--- src/rtl/mux_scan_pkg.sv ---
// Shared constants for the mux scan sequencer: FSM state codes and
// synchronizer depth used when mux inputs are asynchronous to clk.
package mux_scan_pkg;

    localparam logic [1:0] ST_IDLE    = 2'd0;
    localparam logic [1:0] ST_SETTLE  = 2'd1;
    localparam logic [1:0] ST_CAPTURE = 2'd2;
    localparam logic [1:0] ST_DONE    = 2'd3;

    localparam int SYNC_STAGES = 2;

endpackage

--- src/rtl/mux_scan_dwell_cnt.sv ---
// Loadable settle down-counter; load wins over dec, dec stops at zero.
// Ports: clk, rst (async high), load, load_val[W], dec -> zero.
module mux_scan_dwell_cnt #(
    parameter int W = 5
) (
    input  logic         clk,
    input  logic         rst,
    input  logic         load,
    input  logic [W-1:0] load_val,
    input  logic         dec,
    output logic         zero
);

    logic [W-1:0] cnt_q;
    logic [W-1:0] cnt_d;

    always_comb begin
        cnt_d = cnt_q;
        if (load) begin
            cnt_d = load_val;
        end else if (dec && (cnt_q != '0)) begin
            cnt_d = cnt_q - W'(1);
        end
    end

    always_ff @(posedge clk or posedge rst) begin
        if (rst) begin
            cnt_q <= '0;
        end else begin
            cnt_q <= cnt_d;
        end
    end

    assign zero = (cnt_q == '0);

endmodule

--- src/rtl/mux_scan_seq.sv ---
// Scan sequencer: steps mux select s over all N channels, waits the
// settle time, captures y into sample[s]; start/busy/done handshake.
// Ports: clk, rst (async high), start, dwell[DWELL_W], y -> s[SEL_W],
//   busy, done, sample[2**SEL_W].
// Option MUX_SCAN_SYNC_EN: 2-flop y synchronizer, settle load dwell+2.
module mux_scan_seq
    import mux_scan_pkg::*;
#(
    parameter int SEL_W   = 1,
    parameter int DWELL_W = 4
) (
    input  logic                clk,
    input  logic                rst,
    input  logic                start,
    input  logic [DWELL_W-1:0]  dwell,
    input  logic                y,
    output logic [SEL_W-1:0]    s,
    output logic                busy,
    output logic                done,
    output logic [2**SEL_W-1:0] sample
);

    localparam int N  = 2**SEL_W;
    localparam int CW = DWELL_W + 1;
    localparam logic [SEL_W-1:0] S_LAST = SEL_W'(N - 1);

`ifdef MUX_SCAN_SYNC_EN
    localparam logic [CW-1:0] SETTLE_EXTRA = CW'(2);
`else
    localparam logic [CW-1:0] SETTLE_EXTRA = CW'(0);
`endif

    logic [1:0]         state_q, state_d;
    logic [SEL_W-1:0]   s_q, s_d;
    logic [N-1:0]       sample_q, sample_d;
    logic [DWELL_W-1:0] dwell_q, dwell_d;
    logic               cnt_load, cnt_dec, cnt_zero;
    logic [DWELL_W-1:0] ld_src;
    logic [CW-1:0]      cnt_ld_val;
    logic               y_cap;

`ifdef MUX_SCAN_SYNC_EN
    logic [SYNC_STAGES-1:0] sync_q, sync_d;

    assign sync_d = {sync_q[SYNC_STAGES-2:0], y};
    assign y_cap  = sync_q[SYNC_STAGES-1];

    always_ff @(posedge clk or posedge rst) begin
        if (rst) begin
            sync_q <= '0;
        end else begin
            sync_q <= sync_d;
        end
    end
`else
    assign y_cap = y;
`endif

    // Width-extended so dwell all-ones (+2) never wraps.
    assign cnt_ld_val = {1'b0, ld_src} + SETTLE_EXTRA;

    always_comb begin
        state_d  = state_q;
        s_d      = s_q;
        sample_d = sample_q;
        dwell_d  = dwell_q;
        cnt_load = 1'b0;
        cnt_dec  = 1'b0;
        ld_src   = dwell_q;
        unique case (state_q)
            ST_IDLE: begin
                if (start) begin
                    state_d  = ST_SETTLE;
                    s_d      = '0;
                    dwell_d  = dwell;
                    ld_src   = dwell;
                    cnt_load = 1'b1;
                end
            end
            ST_SETTLE: begin
                if (cnt_zero) begin
                    state_d = ST_CAPTURE;
                end else begin
                    cnt_dec = 1'b1;
                end
            end
            ST_CAPTURE: begin
                sample_d[s_q] = y_cap;
                if (s_q == S_LAST) begin
                    state_d = ST_DONE;
                end else begin
                    s_d      = s_q + SEL_W'(1);
                    cnt_load = 1'b1;
                    state_d  = ST_SETTLE;
                end
            end
            ST_DONE: begin
                state_d = ST_IDLE;
            end
            default: begin
                state_d = ST_IDLE;
            end
        endcase
    end

    always_ff @(posedge clk or posedge rst) begin
        if (rst) begin
            state_q  <= ST_IDLE;
            s_q      <= '0;
            sample_q <= '0;
            dwell_q  <= '0;
        end else begin
            state_q  <= state_d;
            s_q      <= s_d;
            sample_q <= sample_d;
            dwell_q  <= dwell_d;
        end
    end

    mux_scan_dwell_cnt #(
        .W (CW)
    ) u_cnt (
        .clk      (clk),
        .rst      (rst),
        .load     (cnt_load),
        .load_val (cnt_ld_val),
        .dec      (cnt_dec),
        .zero     (cnt_zero)
    );

    assign s      = s_q;
    assign busy   = (state_q != ST_IDLE);
    assign done   = (state_q == ST_DONE);
    assign sample = sample_q;

endmodule

--- config.mk ---
export PLATFORM = sky130hd
export DESIGN_NAME = mux_scan_seq
export DESIGN_NICKNAME = d
export VERILOG_FILES = /design/src/rtl/mux_scan_pkg.sv /design/src/rtl/mux_scan_dwell_cnt.sv /design/src/rtl/mux_scan_seq.sv
export SDC_FILE = /design/constraint.sdc
export NUM_CORES = 1
export LEC_CHECK = 0
export CORE_UTILIZATION = 43
export DETAILED_ROUTE_END_ITERATION = 16
export PLACE_DENSITY = 0.64
export SETUP_SLACK_MARGIN = 0.02
export SYNTH_ARGS = -nofsm -noshare
export SYNTH_HDL_FRONTEND = slang
export SYNTH_SLANG_ARGS = --single-unit
--- constraint.sdc ---
create_clock -name clk -period 2.29 [get_ports clk]
set_clock_uncertainty 0.2 [all_clocks]
set_input_delay 0.3435 -clock clk [delete_from_list [all_inputs] [get_ports clk]]
set_output_delay 0.3435 -clock clk [all_outputs]
set_load 0.02 [all_outputs]
==> metrics.yaml <==
power:
  p_leak_nw: 0.399
  pwr-share-comb_pct: 49.2
  switching_power_mw: 0.420
  intPower_mw: 0.719
  seqPwrFrac_pct: 38.5
  power.total_mw: 1.14
  sw_frac_of_total_pct: 36.9
  p_clk_share_pct: 12.2
  pwr_density_cell_nw_per_um2: 1330
  ir_drop_mv: 0.700
die:
  start_util_pct: 46.1
  fp.dieArea_um2: 1760
  coreArea_um2: 1490
  std_cell_rows: 14
  boundaryPins: 13
  die_w_um: 41.9
  die_h_um: 41.9
cts:
  cts-root-buf: "clkbuf_4"
  cts.sinks: 14
  cts_resized: 0
  h-tree-depth: 1
  clock_path_buffers: 2
  cts_tree: "done"
  clkSlewWorstSetupHoldPaths_ns: 0.08
  cts_hold_buf: 0
  postCtsSetupBuffers: 0
  cts_buffers: 3
  clock_latency_ns: 0.28
yosys:
  ys_ff_latch: 14
  ys_types: 29
  ys_top_cells_by_area: "dfrtp_1 51%, mux2_2 9.9%, inv_1 3.3%"
  seq_area_frac_synth_pct: 51.1
  yosys.area.top_type: "dfrtp_1"
  synth_area_per_cell_um2: 11.6
  yosys_warnings: 0
  synth_cells: 59
  synth_top_area_share_pct: 51.1
  netlist_area_um2: 686
  syn-num-nets: 68
job:
  cap_violations: 0
layout:
  drive_gt1_share_pct: 25.3
  final_cell_area_um2: 856
  fin_nets: 86
  antenna_cells: 0
  final_cell_mix: "14 x dfrtp_1, 12 x clkdlybuf4s50_1, 6 x mux2_2, 6 x nand2_1, 6 x inv_1"
  multiInputGateArea_um2: 305
  seqCellArea_um2: 350
  final_common_cell: "dfrtp_1"
  n_fill_cell: 130
  syn2layout_area_growth_pct: 24.8
timing:
  min_period_over_period_pct: 95.6
  setup_viol_count_final: 0
  hold_viol: 0
  fin_ws_ns: 0.100
  max_freq_ghz: 0.457
  tns_ns: 0
  period_needed_ns: 2.19
  holdWs_ns: 0.183
  rsz0062_at_grt: "no"
  max_slew_margin_pct: 66.4
  max_slew.worst_pin.slew_ns: 0.504
  final_max_slew_viol_count: 0
global_routing:
  grt_pass1_vias: 440
  grtUsageTotal_pct: 16.2
  overflow: 0
  antenna_found_initial: 0
  grt_max_degree: 15
  grt_first_pass_wirelength_mm: 2.01
worst_setup_path:
  cp.required_ns: 1.75
  r2r_slack_ns: 0.17
  path_cells: "or2_2 > clkdlybuf4s50_1"
  cp_max_fo: 11
  timing.rr.start: "u_cnt.cnt_q[0]"
  path_class: "reg -> out"
  crit_slowest_cell: "clkdlybuf4s50_1"
  r2r-end: "u_cnt.cnt_q[3]"
  max_stage_delay_ns: 0.54
  cp-start-kind: "flop"
  reg2reg_depth: 6
  cp.arrival_ns: 1.65
  worst_setup_path_end_kind: "primary output"
routing:
  wirelength_mm: 1.23
  remaining_drc_errors: 0
  ant_nets: 0
  drtIter0Drc: 8
  via_count: 486
  vias_per_cell: 5.34
  dr.pass1.iters: 4
  wl_per_cell_um: 13.5
place:
  buffer_ports.inserted: 12
  place_hpwl_um: 900
  place_congestion: 0.782
  place_ws_ns: 0.142
  post_dp_cell_area_um2: 833
min_path:
  hold_class: "in -> async"
run_status:
  status: "completed"
metal layers:
| metal | GRT usage, % | up-vias | wire (um) |
|---|---|---|---|
| met4 | 11.6 | 0 | 41 |
| li1 | - | 244 | - |
| met5 | 0 | - | 0 |
| met2 | 23.4 | 17 | 535 |
| met1 | 21.1 | 220 | 581 |
| met3 | 3.91 | 5 | 70 |
cell type report:
cell class	instances	share of cell area, %
tap	16	2.34
timing repair buffer	14	15.8
inverter	6	2.63
clock buffer	3	2.63
sequential	14	40.9
multi-input combinational	38	35.7
worst max-delay path by stage:
stage	from	endpoint	slack [ns]	cells past startpoint
6_report	state_q[1]	busy	0.1	2
5_1_grt	state_q[1]	busy	0.04	2
3_3_place_gp	start	u_cnt.cnt_q[2]	0.14	6
3_5_place_dp	start	u_cnt.cnt_q[2]	0.14	6
2_1_floorplan	u_cnt.cnt_q[0]	u_cnt.cnt_q[3]	0.17	6
4_1_cts	state_q[1]	busy	0.1	2
critical path: cells and delay by family (launching register included):
family	cells	cell delay, ns
AND/OR/NAND/NOR	1	0.32
buffers and inverters	1	0.54
flip-flops	1	0.50
Yosys cell counts:
master,count
dfrtp_1,14
inv_1,6
mux2_2,6
nand2_1,6
nand3_1,2
nor3_1,2
a21o_1,1
a21o_4,1
a21oi_1,1
a221o_1,1
a31oi_1,1
and2_1,1
and2b_2,1
and3_1,1
buf_4,1
ha_1,1
mux2_4,1
nor2_1,1
nor3b_2,1
o211ai_1,1
o21ai_0,1
o21ai_4,1
o21bai_1,1
o22ai_1,1
o311a_2,1
o311ai_0,1
or2_2,1
or3_1,1
or3b_4,1
per-stage QoR:
stage	utilization, %	std cells
after CTS	57.5	91
after global placement	56.0	88
final	57.5	91
after detailed placement	56.0	88
after floorplan	-	59
after global routing	57.5	91
power groups by stage:
stage	Clock (mW)	Combinational (mW)	Sequential, mW
detailed placement	0	0.563	0.445
CTS	0.142	0.565	0.440
global route	0.157	0.610	0.459
global placement	0	0.548	0.439
floorplan	0	0.377	0.441
finish	0.139	0.561	0.439
state kept, by name, indices dropped and copies added, names as in the netlist:
signal / cells
state_q: 2
s: 1
dwell_q: 4
u_cnt.cnt_q: 5
sample: 2
logic make-up (layout without fill, tap and decap cells):
logic type | after synthesis | after routing | synth area share (%)
and+or+nand+nor | 18 | 18 | 15.1
adders and majority gates | 1 | 1 | 1.82
buffers and inverters | 7 | 23 | 4.38
AOI/OAI and AO/OA | 12 | 12 | 15.5
muxes | 7 | 7 | 12.0
DFF | 14 | 14 | 51.1
(Power assumes the default switching activity.)
